### config.mk
export PLATFORM = sky130hd
export DESIGN_NAME = overlay_stream_fetch_flat
export DESIGN_NICKNAME = d
export VERILOG_FILES = /design/src/rtl/overlay_stream_fetch_if.sv /design/src/rtl/overlay_stream_fetch.sv /design/src/flat_wrapper.sv
export SDC_FILE = /design/constraint.sdc
export NUM_CORES = 1
export LEC_CHECK = 0
export CORE_MARGIN = 2
export CORE_UTILIZATION = 24
export DETAILED_ROUTE_END_ITERATION = 8
export HOLD_SLACK_MARGIN = 0.15
export SYNTH_ARGS = -nofsm -noshare
export SYNTH_HDL_FRONTEND = slang
export SYNTH_SLANG_ARGS = --single-unit
### constraint.sdc
create_clock -name clk_sys -period 4.7 [get_ports clk_sys]
set_clock_uncertainty 0.15 [all_clocks]
set_input_delay 0.705 -clock clk_sys [delete_from_list [all_inputs] [get_ports clk_sys]]
set_output_delay 0.705 -clock clk_sys [all_outputs]
set_load 0.02 [all_outputs]
### src/rtl/overlay_stream_fetch_if.sv
// SDRAM read-channel handshake used by the overlay pixel streamer.
// The master issues word reads and the slave returns one data beat per accepted request.
interface overlay_stream_fetch_if #(
    parameter int ADDR_W = 24,
    parameter int WORD_W = 32
) ();
    logic              mem_req;
    logic [ADDR_W-1:0] mem_addr;
    logic              mem_ack;
    logic              mem_rvalid;
    logic [WORD_W-1:0] mem_rdata;

    modport master (
        output mem_req, mem_addr,
        input  mem_ack, mem_rvalid, mem_rdata
    );

    modport slave (
        input  mem_req, mem_addr,
        output mem_ack, mem_rvalid, mem_rdata
    );
endinterface

### src/rtl/overlay_stream_fetch.sv
// Overlay pixel streamer: prefetches packed words into a FIFO and unpacks one pixel per ce_pix.
// Optional per-frame underrun counter output is enabled by defining OVERLAY_FETCH_STATS_EN.
module overlay_stream_fetch #(
    parameter int                PIX_W      = 16,
    parameter int                WORD_W     = 32,
    parameter int                FIFO_DEPTH = 8,
    parameter int                ADDR_W     = 24,
    parameter logic [ADDR_W-1:0] BASE_ADDR  = '0
) (
    input  logic                   clk_sys,
    input  logic                   reset,
    input  logic                   enable,
    input  logic                   ce_pix,
    input  logic                   hblank,
    input  logic                   vblank,
    input  logic                   vsync,
    overlay_stream_fetch_if.master mem,
    output logic [PIX_W-1:0]       pix_out,
    output logic                   pix_valid,
    output logic                   underrun
`ifdef OVERLAY_FETCH_STATS_EN
    ,
    output logic [15:0]            underrun_count
`endif
);
    localparam int PPW   = WORD_W / PIX_W;
    localparam int IDX_W = (PPW > 1) ? $clog2(PPW) : 1;
    localparam int PTR_W = $clog2(FIFO_DEPTH);
    localparam int CNT_W = PTR_W + 1;

    typedef enum logic [1:0] {IDLE, ISSUE, WAIT} state_t;

    state_t            state;
    logic              vsync_q;
    logic              discard;
    logic [ADDR_W-1:0] fetch_addr;

    logic [WORD_W-1:0] fifo_mem [FIFO_DEPTH];
    logic [PTR_W-1:0]  wr_ptr;
    logic [PTR_W-1:0]  rd_ptr;
    logic [CNT_W-1:0]  fifo_cnt;
    logic [IDX_W-1:0]  idx;

    logic vs_rise, flush, active, fifo_empty, fifo_wr, fifo_pop, under_pix;

    // enable=0 flushes like a restart every cycle; only a real vsync rise clears underrun.
    assign vs_rise    = vsync & ~vsync_q;
    assign flush      = vs_rise | ~enable;
    assign active     = ~hblank & ~vblank & enable;
    assign fifo_empty = (fifo_cnt == '0);
    assign fifo_wr    = (state == WAIT) && mem.mem_rvalid && !discard && !flush;
    assign fifo_pop   = ce_pix && active && !fifo_empty && (idx == IDX_W'(PPW - 1)) && !flush;
    assign under_pix  = ce_pix && active && fifo_empty && !flush;

    always_ff @(posedge clk_sys) begin
        if (reset) begin
            state        <= IDLE;
            mem.mem_req  <= 1'b0;
            mem.mem_addr <= BASE_ADDR;
            fetch_addr   <= BASE_ADDR;
            discard      <= 1'b0;
            vsync_q      <= 1'b0;
        end else begin
            vsync_q <= vsync;
            if (flush)
                fetch_addr <= BASE_ADDR;
            case (state)
                IDLE: begin
                    // mem_addr is loaded only at issue so it stays stable while mem_req is held.
                    if (enable && !flush && (fifo_cnt < CNT_W'(FIFO_DEPTH))) begin
                        mem.mem_req  <= 1'b1;
                        mem.mem_addr <= fetch_addr;
                        state        <= ISSUE;
                    end
                end
                ISSUE: begin
                    if (flush)
                        discard <= 1'b1;
                    if (mem.mem_ack) begin
                        mem.mem_req <= 1'b0;
                        // A request doomed to be discarded must not advance the new frame's address.
                        if (!flush && !discard)
                            fetch_addr <= fetch_addr + 1'b1;
                        state <= WAIT;
                    end
                end
                WAIT: begin
                    if (mem.mem_rvalid) begin
                        discard <= 1'b0;
                        state   <= IDLE;
                    end else if (flush) begin
                        discard <= 1'b1;
                    end
                end
                default: state <= IDLE;
            endcase
        end
    end

    // NOTE: FIFO storage carries no reset; the pointers and count alone define which entries are valid.
    always_ff @(posedge clk_sys) begin
        if (fifo_wr)
            fifo_mem[wr_ptr] <= mem.mem_rdata;
    end

    always_ff @(posedge clk_sys) begin
        if (reset) begin
            wr_ptr    <= '0;
            rd_ptr    <= '0;
            fifo_cnt  <= '0;
            idx       <= '0;
            pix_out   <= '0;
            pix_valid <= 1'b0;
            underrun  <= 1'b0;
        end else begin
            if (flush) begin
                wr_ptr   <= '0;
                rd_ptr   <= '0;
                fifo_cnt <= '0;
                idx      <= '0;
            end else begin
                if (fifo_wr)
                    wr_ptr <= wr_ptr + 1'b1;
                if (fifo_pop)
                    rd_ptr <= rd_ptr + 1'b1;
                case ({fifo_wr, fifo_pop})
                    2'b10:   fifo_cnt <= fifo_cnt + 1'b1;
                    2'b01:   fifo_cnt <= fifo_cnt - 1'b1;
                    default: fifo_cnt <= fifo_cnt;
                endcase
                if (ce_pix && active && !fifo_empty)
                    idx <= fifo_pop ? '0 : idx + 1'b1;
            end

            if (vs_rise)
                underrun <= 1'b0;
            else if (under_pix)
                underrun <= 1'b1;

            if (flush) begin
                if (ce_pix || !enable) begin
                    pix_out   <= '0;
                    pix_valid <= 1'b0;
                end
            end else if (ce_pix) begin
                if (active && !fifo_empty) begin
                    pix_out   <= fifo_mem[rd_ptr][int'(idx) * PIX_W +: PIX_W];
                    pix_valid <= 1'b1;
                end else begin
                    pix_out   <= '0;
                    pix_valid <= 1'b0;
                end
            end
        end
    end

`ifdef OVERLAY_FETCH_STATS_EN
    logic [15:0] run_cnt;

    always_ff @(posedge clk_sys) begin
        if (reset) begin
            run_cnt        <= '0;
            underrun_count <= '0;
        end else if (vs_rise) begin
            underrun_count <= run_cnt;
            run_cnt        <= '0;
        end else if (under_pix && (run_cnt != 16'hFFFF)) begin
            run_cnt <= run_cnt + 1'b1;
        end
    end
`endif

endmodule

### src/flat_wrapper.sv
// flat-port wrapper written by rule: the top's interface ports become plain ports
module overlay_stream_fetch_flat 
#(
    parameter int                PIX_W      = 16,
    parameter int                WORD_W     = 32,
    parameter int                FIFO_DEPTH = 8,
    parameter int                ADDR_W     = 24,
    parameter logic [ADDR_W-1:0] BASE_ADDR  = '0
)
  (clk_sys, reset, enable, ce_pix, hblank, vblank, vsync, pix_out, pix_valid, underrun, mem_mem_req, mem_mem_addr, mem_mem_ack, mem_mem_rvalid, mem_mem_rdata);
  overlay_stream_fetch_if #(.ADDR_W(ADDR_W), .WORD_W(WORD_W)) mem_i ();
  input  logic clk_sys;
  input  logic reset;
  input  logic enable;
  input  logic ce_pix;
  input  logic hblank;
  input  logic vblank;
  input  logic vsync;
  output logic [PIX_W-1:0] pix_out;
  output logic pix_valid;
  output logic underrun;
  output wire logic [$bits(mem_i.mem_req)-1:0] mem_mem_req;
  output wire logic [$bits(mem_i.mem_addr)-1:0] mem_mem_addr;
  input wire logic [$bits(mem_i.mem_ack)-1:0] mem_mem_ack;
  input wire logic [$bits(mem_i.mem_rvalid)-1:0] mem_mem_rvalid;
  input wire logic [$bits(mem_i.mem_rdata)-1:0] mem_mem_rdata;
  assign mem_mem_req = mem_i.mem_req;
  assign mem_mem_addr = mem_i.mem_addr;
  assign mem_i.mem_ack = mem_mem_ack;
  assign mem_i.mem_rvalid = mem_mem_rvalid;
  assign mem_i.mem_rdata = mem_mem_rdata;
  overlay_stream_fetch #(.PIX_W(PIX_W), .WORD_W(WORD_W), .FIFO_DEPTH(FIFO_DEPTH), .ADDR_W(ADDR_W), .BASE_ADDR(BASE_ADDR)) u_core (.clk_sys(clk_sys), .reset(reset), .enable(enable), .ce_pix(ce_pix), .hblank(hblank), .vblank(vblank), .vsync(vsync), .mem(mem_i), .pix_out(pix_out), .pix_valid(pix_valid), .underrun(underrun));
endmodule
---- Word-level counts from Yosys, hierarchy flattened ----
Memories as Yosys holds them, arrays and structs flattened. A register that Yosys moved wholly into a read port is not among the register bits.
Cells that the tools add are included.
storage, ports and cells
  output and inout port bits .............. 43
  word-level logic and storage cells ...... 96
  latch bits .............................. 0
  bits of input ports ..................... 41
  ROM bits ................................ 0
  memories kept ........................... 1
  bits in registers ....................... 82
  memory bits (writable) .................. 256
memory list
  name             depth  bits a word  rd ports  clocked after Yosys merged registers in  wr ports  RTL line                    RTL
  u_core.fifo_mem  8      32           1         1                                        1         overlay_stream_fetch.sv:38  logic [WORD_W-1:0] fifo_mem [FIFO_DEPTH];
operators by class
  reduce and logical (&&, ||, !) cells .... 30
  order comparisons ....................... 1
  shifts and indexed selects .............. 1
  equality and inequality tests ........... 8
  multiply operators ...................... 0
  divide/modulo/power cells ............... 0
  multiplexer cells ....................... 28
  bitwise operators ....................... 8
  $add $sub $neg .......................... 6
operators by type and width
  operator                                        count
  2-to-1 mux 24 bit                               4
  2-to-1 mux 16 bit                               4
  indexed part select 32 x 6 -> 16 bit            1
  adder 24 x 1 -> 24 bit (second input constant)  1
  logical AND 1 bit                               13
  2-to-1 mux 1 bit                                11
  one-hot mux 4 bit (2 select lines)              1
  nonzero test 2 bit                              4
  adder 3 x 1 -> 3 bit (second input constant)    2
  2-to-1 mux 2 bit                                3
  2-to-1 mux 3 bit                                2
  inequality test 2 bit (second input constant)   3
  one-hot mux 2 bit (3 select lines)              1
  AND reduction 3 bit                             2
  adder 4 x 1 -> 4 bit (second input constant)    1
  == test 2 x 1 -> 1 bit (second input constant)  2
  == test 2 bit (second input constant)           2
  logical NOT 1 bit                               4
  logical NOT 4 bit                               1
  < comparator 4 bit (second input constant)      1
  inverter 1 bit                                  4
  one-hot mux 1 bit (2 select lines)              2
  AND reduction 2 bit                             2
  OR reduction 2 bit                              2
  7 further kinds                                 9

---- Depth between registers and ports, before layout ----
  depth after elaboration ................. 9
  mapped depth ............................ 11

---- Least setup slack after synthesis ----
OpenSTA, ideal clock, no wires.
  path type ............................... input-to-reg
  from .................................... input enable
  to ...................................... memory u_core.fifo_mem[0][0] (enable)
  data arrival time ....................... 3670 ps
  path slack .............................. 419 ps
  stages on the path ...................... 4
  cells stage by stage .................... clkbuf_1 nand3_1 or2_2 nor3_1
between the ends
  longest elaborated chain between the ends .. 6
ends and longest elaborated chain
  element                                 RTL line                     RTL
  start: declaration                      flat_wrapper.sv:14           input logic enable;
  inverter 1 bit                          overlay_stream_fetch.sv:48   assign flush = vs_rise | ~enable;
  OR 1 bit                                overlay_stream_fetch.sv:48
  logical NOT 1 bit                       overlay_stream_fetch.sv:51   assign fifo_wr = (state == WAIT) && mem.mem_rvalid && !discard && !flush;
  logical AND 1 bit                       overlay_stream_fetch.sv:51
  2-to-1 mux 1 bit                        overlay_stream_fetch.sv:102  if (fifo_wr)
  2-to-1 mux 1 bit (not written as such)  overlay_stream_fetch.sv:103  fifo_mem[wr_ptr] <= mem.mem_rdata;
  end: declaration                        overlay_stream_fetch.sv:38
No other way between the ends.

---- Worst setup path in the final report ----
  from .................................... input enable
  to ...................................... register u_core.fifo_cnt[2]
between the ends
  longest elaborated chain between the ends .. 7
  elaborated cells on any way between the ends .. 14
  classes of those cells .................. eq/ne: 2; mux: 1; bitwise: 3; reduce/logical: 8
ends and longest elaborated chain
  element                                                                          RTL line                     RTL
  AND 1 bit                                                                        overlay_stream_fetch.sv:49   assign active = ~hblank & ~vblank & enable;
  logical AND 1 bit (3 in a row)                                                   overlay_stream_fetch.sv:52   assign fifo_pop = ce_pix && active && !fifo_empty && (idx == IDX_W'(PPW - 1)) && !flush;
  logical AND 1 bit (*)                                                            overlay_stream_fetch.sv:52
  via u_core.fifo_pop                                                              overlay_stream_fetch.sv:44   logic vs_rise, flush, active, fifo_empty, fifo_wr, fifo_pop, under_pix;
  == test 2 x 1 -> 1 bit / == test 2 bit (equally long branches)                   overlay_stream_fetch.sv:126  case ({fifo_wr, fifo_pop})
  one-hot mux 4 bit (2 select lines) / nonzero test 2 bit (equally long branches)  -
  end signal: assignment                                                           overlay_stream_fetch.sv:127  2'b10: fifo_cnt <= fifo_cnt + 1'b1;
  end signal: assignment                                                           overlay_stream_fetch.sv:128  2'b01: fifo_cnt <= fifo_cnt - 1'b1;
  end signal: assignment                                                           overlay_stream_fetch.sv:129  default: fifo_cnt <= fifo_cnt;
  end: declaration                                                                 overlay_stream_fetch.sv:41   logic [CNT_W-1:0] fifo_cnt;
Mark *: on every way through the listed nets, which the timed path passes. The rest lies on a longest branch.
A chain may end at the register's enable or synchronous reset.

==> impl_metrics.ini <==
[outcome]
status = finished, final reports clean

[clock_tree]
cts_tree = yes
clock-sinks = 341
htreeDepth = 2
clkLatencyLatePin_ps = 540
cts-buffers-inserted = 37
clk_pin_slew_ps = 50
cts_setup_buffers = 0
cts_resized = 0
ctsHoldBuffers = 0
clockRootBuffer = clkbuf_16
cts_max_path_buffers = 3

[route]
antenna_left = 0
drc = 0
wl_met1_um = 12700
wl_per_cell_um = 17.4
vias = 7168
route.met3.wl_um = 1500
first_pass_iters = 5
dr_wl_met2_um = 13500
dr.first_iter.drc_count = 477
vias_per_cell = 4.44
highest_layer = met4
wl_um = 28100

[sta]
timing.setup.tns_ps = 0
worstMarginPinSlew_ps = 1190
finalMaxSlewViolations = 0
finalCriticalPeriod_ps = 3060
fin_crit_sh = 0.652
rsz0062_at_grt = false
max_slew_margin = 0.200
finalHoldViolCount = 0
setup_viol = 0
hold_ws_ps = 302
fmax_ghz = 0.326
fin_ws_ps = 1640

[worst_setup_path]
r2r_cells = 10
r2r_end = u_core.fifo_cnt[2]$_SDFFE_PP0P_
critPathRequiredTime_ps = 5010
r2r_slack_ps = 1850
rr_startpoint = u_core.fifo_cnt[3]$_SDFFE_PP0P_
worstSetupPathType = in -> reg
cp.arrival_ps = 3370
cp-end-kind = flop
worstSetupStartpointType = input pin
cp_max_fo = 8

[layout]
drive_above_1_share = 0.172
nNetsFinal = 943
num_antenna_cells = 0
final_cell_mix = edfxtp_1, clkdlybuf4s50_1, dfxtp_1
area_growth_pct = 22.5
final_common_cell = edfxtp_1

[floorplanning]
dieHeight_um = 238
ioPinCount = 84
start_util = 0.244
design.die.area_um2 = 56800
core_area_um2 = 54000
rows = 85
die_w_um = 238

[min_path]
hold_path_depth = 2
hold_class = reg -> reg
whs_endpoint = u_core.mem.mem_addr[0]$_SDFFE_PP0P_
min-delay-start = u_core.mem.mem_addr[0]$_SDFFE_PP0P_

[global_routing]
grt_pass1_vias = 7357
grt_usage = 0.0990
grt-ovfl-total = 0
grt_pass1_wl_um = 43200
antenna_found_initial = 0
grt_max_degree = 36

[flow_run]
cap_violations = 0

[yosys]
synth_cells = 793
synth_area_um2 = 13200
synthFlopType = edfxtp_1
syn_nets = 845
syn_area_per_cell_um2 = 16.6
async_reset_ff_frac = 0
synth-seq-cells = 341
synth-warning-count = 0
synth_edf_count = 256
yosysSeqAreaShare = 0.713
ys_types = 53

[pwr]
ir_drop_v = 0.000222
p_per_area_nw_per_um2 = 398
p_leak_nw = 4.83

[place]
gp_congestion = 0.760
portBuffers = 83
place_ws_ps = 1130
dp_hpwl_um = 16500
==> worst max path at each step <==
stage	startpoint	endpoint	slack [ps]	cells past startpoint
6_report	enable	u_core.fifo_cnt[2]$_SDFFE_PP0P_	1640	11
5_1_grt	enable	u_core.fifo_cnt[2]$_SDFFE_PP0P_	1490	11
4_1_cts	enable	u_core.fifo_cnt[2]$_SDFFE_PP0P_	1700	11
3_5_place_dp	enable	u_core.fifo_cnt[2]$_SDFFE_PP0P_	1130	11
3_3_place_gp	enable	u_core.fifo_cnt[2]$_SDFFE_PP0P_	1190	11
2_1_floorplan	enable	u_core.fifo_mem[0][0]$_DFFE_PP_	420	4
==> metrics by stage <==
| stage | power [W] | cells | utilization | area, µm² |
|---|---|---|---|---|
| after global routing | 0.00662 | 1614 | 0.299 | 16100 |
| after detailed placement | 0.00358 | 1548 | 0.276 | 14900 |
| after global placement | 0.00357 | 1548 | 0.276 | 14900 |
| after CTS | 0.00650 | 1614 | 0.299 | 16100 |
| after floorplan | 0.00346 | 793 | - | 13200 |
| final | 0.00642 | 1614 | 0.299 | 16100 |
==> cell type report <==
type | instances | area, µm²
clock inverter | 13 | 198
sequential | 341 | 9400
inverter | 11 | 41.3
clock buffer | 53 | 1030
tap | 696 | 871
fill | 5345 | 37900
multi-input combinational | 400 | 3640
timing repair buffer | 100 | 971
==> routing by layer <==
metal	track usage	vias up
li1	-	3313
met1	0.128	3658
met2	0.164	167
met3	0.0249	30
met4	0.0278	0
met5	0	-
==> Yosys cell counts (10+ instances only) <==
library cell,instances,area share
edfxtp_1,256,0.58
dfxtp_1,85,0.13
nand2_1,78,0.022
mux4_2,64,0.11
a21oi_1,47,0.018
mux2i_1,34,0.026
clkbuf_1,33,0.0094
nor2_1,29,0.0083
o221ai_1,16,0.011
nand3_1,14,0.0053
ha_1,11,0.010
inv_1,11,0.0031
o21ai_0,10,0.0038
xor2_1,10,0.0066
==> critical path: stages <==
cell	delay, ps
clkdlybuf4s50_1	650
and4bb_2	330
nand3b_1	190
nor2_1	200
ha_1	290
xor2_1	170
ha_1	160
a21oi_1	50
xor2_1	170
or3_1	320
a21oi_1	150
==> registers in the layout, indices dropped and copies added (netlist names), 2 cells and up, named ones only <==
| name | flops |
|---|---|
| u_core.fetch_addr | 24 |
| u_core.mem.mem_addr | 24 |
| u_core.fifo_cnt | 4 |
| u_core.pix_out | 16 |
| u_core.fifo_mem | 256 |
| u_core.rd_ptr | 3 |
| u_core.wr_ptr | 3 |
| u_core.state | 2 |
==> cell families (layout without fill, tap and decap cells) <==
family	count (synthesis)	count (layout)	share of synthesized area
muxes	99	99	0.136
DFF	341	341	0.713
buffers and inverters	52	177	0.0161
adders and majority gates	11	11	0.0104
and+or+nand+nor	183	183	0.0709
xor gates and xnor gates	17	17	0.0113
AOI/OAI and AO/OA	90	90	0.0425
==> power breakdown <==
group	switching (W)	internal, W	leakage (nW)
logic	0.000153	0.0000945	1.25
clock network	0.00119	0.00171	0.594
registers	0.0000165	0.00325	2.99
total	0.00136	0.00506	4.83
No activity file was read; power rests on OpenSTA's default activity.
